**src/rtl/mem_stage_unit.sv**
```systemverilog
// MEM stage: branch resolve, data-memory req/ready access with timeout, MEM/WB register.
// Latency 1 cycle for non-memory ops, >=2 for loads/stores; mem_stall holds upstream while the bus is busy.
module mem_stage_unit #(
    parameter int TIMEOUT = 15
) (
    input  logic        clk,
    input  logic        rst,
    input  logic        MEM_Branch,
    input  logic        MEM_MemRead,
    input  logic        MEM_MemWrite,
    input  logic        MEM_MemtoReg,
    input  logic        MEM_RegWrite,
    input  logic        EXtoMEM_zero,
    input  logic [31:0] EXtoMEM_ALUresult,
    input  logic [31:0] EXtoMEM_ReadData2,
    input  logic [31:0] EXtoMEM_Branch_Addr,
    input  logic [4:0]  EXtoMEM_RegDest,
    output logic        dmem_req,
    output logic        dmem_we,
    output logic [31:0] dmem_addr,
    output logic [31:0] dmem_wdata,
    input  logic        dmem_ready,
    input  logic [31:0] dmem_rdata,
    output logic        pc_src,
    output logic [31:0] branch_target,
    output logic        mem_stall,
    output logic [31:0] MEMtoWB_ReadData,
    output logic [31:0] MEMtoWB_ALUresult,
    output logic [4:0]  MEMtoWB_RegDest,
    output logic        WB_MemtoReg,
    output logic        WB_RegWrite,
    output logic        misalign_err,
    output logic        bus_err
);
    localparam int CW = (TIMEOUT > 1) ? $clog2(TIMEOUT) : 1;

    typedef enum logic {S_IDLE, S_WAIT} state_t;

    state_t        state_q, state_d;
    logic [CW-1:0] cnt_q, cnt_d;
    logic          req_q, req_d, we_q, we_d;
    logic [31:0]   addr_q, addr_d, wdata_q, wdata_d;
    logic [31:0]   wb_rdata_q, wb_rdata_d, wb_alu_q, wb_alu_d;
    logic [4:0]    wb_dest_q, wb_dest_d;
    logic          wb_m2r_q, wb_m2r_d, wb_rw_q, wb_rw_d;
    logic          mis_err_q, mis_err_d, bus_err_q, bus_err_d;
    logic          access, mis;

    assign access        = MEM_MemRead | MEM_MemWrite;
    assign mis           = access & (EXtoMEM_ALUresult[1:0] != 2'b00);
    assign pc_src        = MEM_Branch & EXtoMEM_zero;
    assign branch_target = EXtoMEM_Branch_Addr;

    always_comb begin
        state_d    = state_q;
        cnt_d      = cnt_q;
        req_d      = req_q;
        we_d       = we_q;
        addr_d     = addr_q;
        wdata_d    = wdata_q;
        wb_rdata_d = wb_rdata_q;
        wb_alu_d   = wb_alu_q;
        wb_dest_d  = wb_dest_q;
        wb_m2r_d   = wb_m2r_q;
        wb_rw_d    = wb_rw_q;
        mis_err_d  = mis_err_q;
        bus_err_d  = bus_err_q;
        mem_stall  = 1'b0;
        case (state_q)
            S_IDLE: begin
                if (access && !mis) begin
                    mem_stall = 1'b1;
                    req_d     = 1'b1;
                    we_d      = MEM_MemWrite;
                    addr_d    = EXtoMEM_ALUresult;
                    wdata_d   = EXtoMEM_ReadData2;
                    cnt_d     = '0;
                    wb_m2r_d  = 1'b0;
                    wb_rw_d   = 1'b0;
                    state_d   = S_WAIT;
                end else begin
                    wb_rdata_d = 32'd0;
                    wb_alu_d   = EXtoMEM_ALUresult;
                    wb_dest_d  = EXtoMEM_RegDest;
                    wb_m2r_d   = MEM_MemtoReg;
                    wb_rw_d    = MEM_RegWrite & ~mis;
                    if (mis) begin
                        mis_err_d = 1'b1;
                    end
                end
            end
            S_WAIT: begin
                if (dmem_ready) begin
                    req_d      = 1'b0;
                    wb_rdata_d = MEM_MemWrite ? 32'd0 : dmem_rdata;
                    wb_alu_d   = EXtoMEM_ALUresult;
                    wb_dest_d  = EXtoMEM_RegDest;
                    wb_m2r_d   = MEM_MemtoReg;
                    wb_rw_d    = MEM_RegWrite;
                    state_d    = S_IDLE;
                end else if (cnt_q == CW'(TIMEOUT - 1)) begin
                    // Abort: retire the instruction without a register write.
                    req_d      = 1'b0;
                    bus_err_d  = 1'b1;
                    wb_rdata_d = 32'd0;
                    wb_alu_d   = EXtoMEM_ALUresult;
                    wb_dest_d  = EXtoMEM_RegDest;
                    wb_m2r_d   = MEM_MemtoReg;
                    wb_rw_d    = 1'b0;
                    state_d    = S_IDLE;
                end else begin
                    mem_stall = 1'b1;
                    cnt_d     = cnt_q + CW'(1);
                    wb_m2r_d  = 1'b0;
                    wb_rw_d   = 1'b0;
                end
            end
            default: state_d = S_IDLE;
        endcase
    end

    always_ff @(posedge clk) begin
        if (rst) begin
            state_q    <= S_IDLE;
            cnt_q      <= '0;
            req_q      <= 1'b0;
            we_q       <= 1'b0;
            addr_q     <= 32'd0;
            wdata_q    <= 32'd0;
            wb_rdata_q <= 32'd0;
            wb_alu_q   <= 32'd0;
            wb_dest_q  <= 5'd0;
            wb_m2r_q   <= 1'b0;
            wb_rw_q    <= 1'b0;
            mis_err_q  <= 1'b0;
            bus_err_q  <= 1'b0;
        end else begin
            state_q    <= state_d;
            cnt_q      <= cnt_d;
            req_q      <= req_d;
            we_q       <= we_d;
            addr_q     <= addr_d;
            wdata_q    <= wdata_d;
            wb_rdata_q <= wb_rdata_d;
            wb_alu_q   <= wb_alu_d;
            wb_dest_q  <= wb_dest_d;
            wb_m2r_q   <= wb_m2r_d;
            wb_rw_q    <= wb_rw_d;
            mis_err_q  <= mis_err_d;
            bus_err_q  <= bus_err_d;
        end
    end

    assign dmem_req          = req_q;
    assign dmem_we           = we_q;
    assign dmem_addr         = addr_q;
    assign dmem_wdata        = wdata_q;
    assign MEMtoWB_ReadData  = wb_rdata_q;
    assign MEMtoWB_ALUresult = wb_alu_q;
    assign MEMtoWB_RegDest   = wb_dest_q;
    assign WB_MemtoReg       = wb_m2r_q;
    assign WB_RegWrite       = wb_rw_q;
    assign misalign_err      = mis_err_q;
    assign bus_err           = bus_err_q;
endmodule

```
**config.mk**
```make
export PLATFORM = sky130hd
export DESIGN_NAME = mem_stage_unit
export DESIGN_NICKNAME = d
export VERILOG_FILES = /design/src/rtl/mem_stage_unit.sv
export SDC_FILE = /design/constraint.sdc
export NUM_CORES = 1
export LEC_CHECK = 0
export CAP_MARGIN = 20
export CORE_MARGIN = 5
export CORE_UTILIZATION = 35
export DETAILED_ROUTE_END_ITERATION = 6
export GPL_ROUTABILITY_DRIVEN = 1
export GPL_TIMING_DRIVEN = 0
export PLACE_DENSITY = 0.77
export SKIP_LAST_GASP = 1
export SLEW_MARGIN = 20
export SYNTH_ARGS = -nofsm -noshare
export SYNTH_HDL_FRONTEND = slang
export SYNTH_SLANG_ARGS = --single-unit
```
**constraint.sdc**
```tcl
create_clock -name clk -period 1.6 [get_ports clk]
set_input_delay 0.32 -clock clk [delete_from_list [all_inputs] [get_ports clk]]
set_output_delay 0.32 -clock clk [all_outputs]
set_load 0.1 [all_outputs]
```
-- Yosys cells after proc, flatten, opt, wreduce, memory -nomap -nowiden
Index checks and enable logic that the tools add are counted.
- bits in registers: 144
- bits of input ports: 142
- output and inout bits: 173
- word-level logic and storage cells: 69
- $add $sub $neg: 1
- eq/ne operators: 6
- multiplexer cells: 32
- bitwise gates (word level): 8
- reductions and logical operators: 9
- operator list (kind ; count):
    two-way mux 32 bit ; 7
    case mux 32 bit (2 select lines) ; 2
    two-way mux 5 bit ; 3
    two-way mux 4 bit ; 3
    two-way mux 1 bit ; 11
    case mux 5 bit (2 select lines) ; 1
    AND reduction 3 bit ; 3
    inequality test 2 bit (second input constant) ; 4
    case mux 1 bit (2 select lines) ; 4
    case mux 4 bit (2 select lines) ; 1
    AND reduction 2 bit ; 3
    adder 4 x 1 -> 4 bit (second input constant) ; 1
    equality test 4 bit (second input constant) ; 1
    NOT 1 bit ; 4
    AND 1 bit ; 3
    inequality test 3 x 2 -> 1 bit (second input constant) ; 1
    nonzero test 2 bit ; 1
    logical AND 1 bit ; 1
    logical NOT 1 bit ; 1
    OR 1 bit ; 1

-- Depth between registers and ports, before layout
Gate-level depths: netlist of the first run.
- depth in word-level cells: 6
- gate-level depth with buffers: 7
- depth with buffers taken out: 6

-- Worst setup path after synthesis of the first run
No wires, ideal clock.
- path kind: reg-to-reg
- start point: register cnt_q[0]
- end point: register wb_rdata_q[25] (netlist: MEMtoWB_ReadData[25])
- library setup time: 117 ps
- arrival time: 1664 ps
- required time: 1483 ps
- setup slack: -182 ps
- cell stages (with the launch flop): 8
- path buffers: 1
- clock period less this slack: 1782 ps
- cells stage by stage: dfxtp_1 inv_1 ha_1 nand3_1 a22oi_4 inv_2 buf_2 a32o_1
- longest elaborated chain between the ends: 3
- RTL lines (item ; RTL line ; source):
    start, declared ; 40 ; logic [CW-1:0] cnt_q, cnt_d;
    start signal, assigned ; 139 ; cnt_q <= cnt_d;
    equality test 4 bit ; 101 ; end else if (cnt_q == CW'(TIMEOUT - 1)) begin
    inequality test 3 x 2 -> 1 bit (no source line) ; n/a ;
    AND reduction 2 bit (no source line) ; n/a ;
    end signal, assigned ; 144 ; wb_rdata_q <= wb_rdata_d;
    end, declared ; 43 ; logic [31:0] wb_rdata_q, wb_rdata_d, wb_alu_q, wb_alu_d;
Every way passes these cells.
A chain may end at the register's enable or synchronous reset.

-- Worst setup path after layout of the first run
- start point: register cnt_q[0]
- end point: output port mem_stall
- longest elaborated chain between the ends: 4
- RTL lines (item ; RTL line ; source):
    equality test 4 bit ; 101 ;
    two-way mux 1 bit ; 101 ;
    two-way mux 1 bit ; 93 ; if (dmem_ready) begin
    case mux 1 bit (2 select lines) ; 69 ; case (state_q)
    end, declared ; 26 ; output logic mem_stall,
Every way passes these cells.

==> results of run 1 <==
[worst reg2reg max path: cells and delay by family, from the launching register on]
family / cells / cell delay (ps)
buf+inv: 5 / 640
flops: 1 / 330
compound gates: 1 / 250
mux: 1 / 210
fa+ha+maj: 1 / 140
simple gates: 1 / 90
[synth_stat cells, drive strengths merged (2+ instances only)]
library cell and number:
buf 50, nor3b 3, o211ai 2, nor2 7, mux2i 37, o21ai 66, clkbuf 39, inv 5
nand2b 2, nand3 65, a32o 32, ha 2, dfxtp 144, and3 2, nand2 72, o32ai 2
a21oi 66
[metrics by stage]
stage | cell area [um2] | setup WS [ps] | instances
2_1_floorplan | 5590 | 3.18 | 608
3_3_place_gp | 8680 | -1810 | 1106
3_5_place_dp | 8680 | -1830 | 1106
4_1_cts | 8730 | -362 | 1146
5_1_grt | 8920 | -406 | 1153
6_report | 8920 | -347 | 1153
[layer usage]
metal	GRT usage [%]	wire length (um)	share of wire (%)
met1	25.9	8380	41
met2	34.2	9840	48
met3	7.33	1780	8.7
met4	7.50	513	2.5
met5	0	0	0
[flip-flops by register name, indices dropped and copies added, names as in the netlist]
signal and cells:
dmem_req 1, cnt_q 4, dmem_we 1, state_q 1
MEMtoWB_ALUresult 32, misalign_err 1, bus_err 1, MEMtoWB_RegDest 5
MEMtoWB_ReadData 32, dmem_addr 32, WB_RegWrite 1, dmem_wdata 32
WB_MemtoReg 1
[cells by family (layout without fill, tap and decap cells)]
kind of cell	after synthesis	in the layout
compound gates	174	174
simple gates	157	157
flops	144	144
buf+inv	94	423
mux	37	37
fa+ha+maj	2	2
[report_power, final]
| part | switching (W) | leakage [nW] | total, W | internal [W] |
|---|---|---|---|---|
| logic | 0.00203 | 2.60 | 0.00274 | 0.000707 |
| registers | 0.0000693 | 1.18 | 0.00381 | 0.00374 |
| clock network | 0.00158 | 0.297 | 0.00413 | 0.00255 |
[what timing repair did]
action | in CTS | in global routing
setup buffers | 8 | 5
resized for setup | 785 | 54
cloned | 0 | 2
pin swaps | 3 | 0
hold endpoints to repair | 0 | 0
setup endpoints to repair | 309 | 113
[layout make-up]
cell class | count | area, um2 | share of cell area, %
sequential | 144 | 2890 | 32.3
timing repair buffer | 297 | 2270 | 25.5
multi-input combinational | 370 | 2260 | 25.3
buffer | 89 | 604 | 6.77
clock buffer | 20 | 457 | 5.12
tap | 216 | 270 | 3.03
clock inverter | 12 | 155 | 1.74
inverter | 5 | 21.3 | 0.238
[worst min path at each step]
stage / cells after the start / end
3_3_place_gp: 2 / MEMtoWB_RegDest[3]$_SDFFE_PP0P_
6_report: 3 / dmem_we$_SDFFE_PP0P_
4_1_cts: 3 / dmem_we$_SDFFE_PP0P_
5_1_grt: 3 / dmem_we$_SDFFE_PP0P_
2_1_floorplan: 1 / MEMtoWB_ReadData[0]$_SDFFE_PP0P_
3_5_place_dp: 2 / MEMtoWB_ALUresult[24]$_SDFFE_PP0P_
==> impl_metrics.csv, run 1 <==
group,metric,value,unit
power_and_ir_drop,p_per_area,1200,nW/um2
clocking,worst_setup_hold_path_clk_slew,60,ps
critical_path,setup.worst_path.start_class,"flip-flop",
critical_path,cp.depth,7,
floorplanning,core-area,15800,um2
place,port-buffer-count,282,
place,finalWeightedCongestion,0.814,
logic_synthesis,synth.yosys.seq_area_share,51.7,%
floorplanning,initial_utilization,35.4,%
sta,worst_slew_margin_rel,34.4,%
sta,unrepaired_setup_endpoints_after_global_routing,"yes",
sta,clock_skews,8.73,ps
clocking,clockBufferDepth,2,
floorplanning,std_cell_rows,46,
critical_path,cp_cell_sequence,"inv_2 -> ha_4 -> nand3_4 -> a22oi_4 -> inv_4 -> buf_8 -> buf_12",
sta,finalMaxSlewViolations,0,
floorplanning,top_level_ports,315,
sta,final_min_period_over_clock_period,122,%
logic_synthesis,syn-cell-area,5580,um2
logic_synthesis,synthTopCellsByArea,"dfxtp_1 (52%), mux2i_1 (6.6%), a21oi_1 (5.9%)",
sta,finalSetupTns,-2180,ps
power_and_ir_drop,power.ir.vdd_worst,0.000661,V
detailed_routing,detailedRoute.firstIterationViolations,223,
logic_synthesis,synth.distinct_cells,36,
floorplanning,design.die.area,18600,um2
logic_synthesis,synth_top_family_by_area,"compound AO/OA/AOI/OAI gates",
critical_path,cp-end-kind,"output port",
power_and_ir_drop,static-leakage-power,4.08,nW
global_routing,globalRouteOverflowTotal,0,
status,outcome,"complete, but fails checks",
place,dpl.hpwl,14800,um
critical_path,worst_r2r_startpoint,"cnt_q[0]$_SDFFE_PP0P_",
clocking,cts.sinks,144,
final_layout,drive_gt1_share,30.1,%
global_routing,largest_net_degree_at_the_start_of_global_routing,17,
sta,whs,411,ps
logic_synthesis,synth_largest_area_cell,"dfxtp_1",
logic_synthesis,synth-compound-area-share,19.3,%
critical_path,largest_incremental_delay_on_the_critical_path,330,ps
global_routing,globalRouteTotalUtil,21.0,%
sta,report.final.hold_viol_count,0,
clocking,cts-buffers-inserted,17,
critical_path,crit_path_max_fanout,2,
critical_path,cpMaxStageDelayCell,"dfxtp_2",
logic_synthesis,synth-async-reset-ratio,0,%
final_layout,nNetsFinal,1068,
detailed_routing,via_count,5725,
logic_synthesis,netlist_instances,608,
logic_synthesis,synth_xor_area_share,0,%
critical_path,crit_path_start,"cnt_q[0]$_SDFFE_PP0P_",
hold_path,min_path_type,"in2reg",
floorplanning,die_w,136,um
critical_path,path_class,"reg2out",
logic_synthesis,post_synthesis_adder_cell_area_fraction,0.448,%
clocking,clock_latency_on_the_worst_skew_pair,410,ps
critical_path,cp-endpoint,"mem_stall",
status,violations,"negative setup slack",
sta,max_freq,514,MHz
sta,minimum_period_implied_by_the_final_worst_setup_slack,1950,ps
critical_path,critical_path_required,1280,ps
logic_synthesis,syn-mean-instance-area,9.18,um2
clocking,clock_tree_root_driver_cell,"clkbuf_16",
sta,final-setup-viol-count,40,
detailed_routing,drt-wirelength-per-cell,17.8,um
detailed_routing,first_pass_iters,4,
final_layout,diodes,0,
logic_synthesis,synth-main-ff-cell,"dfxtp_1",
critical_path,cp_num_buf_inv,4,
detailed_routing,via_per_inst,4.97,
critical_path,ff2ff_setup_slack,-130,ps
detailed_routing,route.antenna.remaining_nets,0,
sta,tightest_slew,988,ps
hold_path,worst_hold_startpoint,"MEM_MemWrite",
flow_run,max_capacitance_violation_total,0,
floorplanning,die-height,136,um
final_layout,layout_overhead_on_the_synthesized_area,59.9,%
logic_synthesis,ys.warnings.count,0,
logic_synthesis,synth.area.mux_share,6.64,%
logic_synthesis,synth_edf_count,0,
logic_synthesis,yosys.area_share.simple,12.9,%
detailed_routing,finalWirelength,20500,um
detailed_routing,number_of_remaining_drc_errors,0,
critical_path,cp_top_family,"buffers and inverters",
critical_path,r2r.worst_path.cells,9,
clocking,cts_tree,"done",
sta,final_critical_path_setup_slack,-347,ps
final_layout,mostFrequentLayoutCells,"buf_2 (150), dfxtp_1 (141), clkdlybuf4s50_1 (107), nand2_1 (72), a21oi_1 (66)",
logic_synthesis,top_area_cell_type_share_of_the_netlist_area,51.7,%
clocking,holdBufCountCts,0,
logic_synthesis,ys_ff_latch,144,
final_layout,final_core_util,56.6,%
logic_synthesis,post_synth_net_total,752,
power_and_ir_drop,power.total,0.0107,W
critical_path,critical_path.reg2reg.endpoint,"MEMtoWB_ALUresult[26]$_SDFFE_PP0P_",
final_layout,fillCellCount,1550,
global_routing,via_count_of_the_first_global_routing_pass,5657,
critical_path,worst_ep_arrival_time,1630,ps
global_routing,grt_pass1_wl,30500,um
clocking,clock_tree.htree_level_count,4,
final_layout,final_common_cell,"buf_2",
global_routing,initial_antenna_violation_count,0,
Power figures use the tool's default switching activity.
==> inputs of run 2 (changes only) <==
--- a/config.mk
+++ b/config.mk
@@ -8,6 +8,7 @@
 export CAP_MARGIN = 20
 export CORE_MARGIN = 5
 export CORE_UTILIZATION = 35
+export CTS_CLUSTER_DIAMETER = 80
 export DETAILED_ROUTE_END_ITERATION = 6
 export GPL_ROUTABILITY_DRIVEN = 1
 export GPL_TIMING_DRIVEN = 0
==> results of run 2 <==
The final DEF is identical to that of run 1; final timing and power are the same.
==> inputs of run 3 (changes only) <==
--- a/config.mk
+++ b/config.mk
@@ -5,6 +5,7 @@
 export SDC_FILE = /design/constraint.sdc
 export NUM_CORES = 1
 export LEC_CHECK = 0
+export ABC_CLOCK_PERIOD_IN_PS = 1600
 export CAP_MARGIN = 20
 export CORE_MARGIN = 5
 export CORE_UTILIZATION = 35
==> results of run 3 <==
The final DEF is identical to that of run 1; final timing and power are the same.
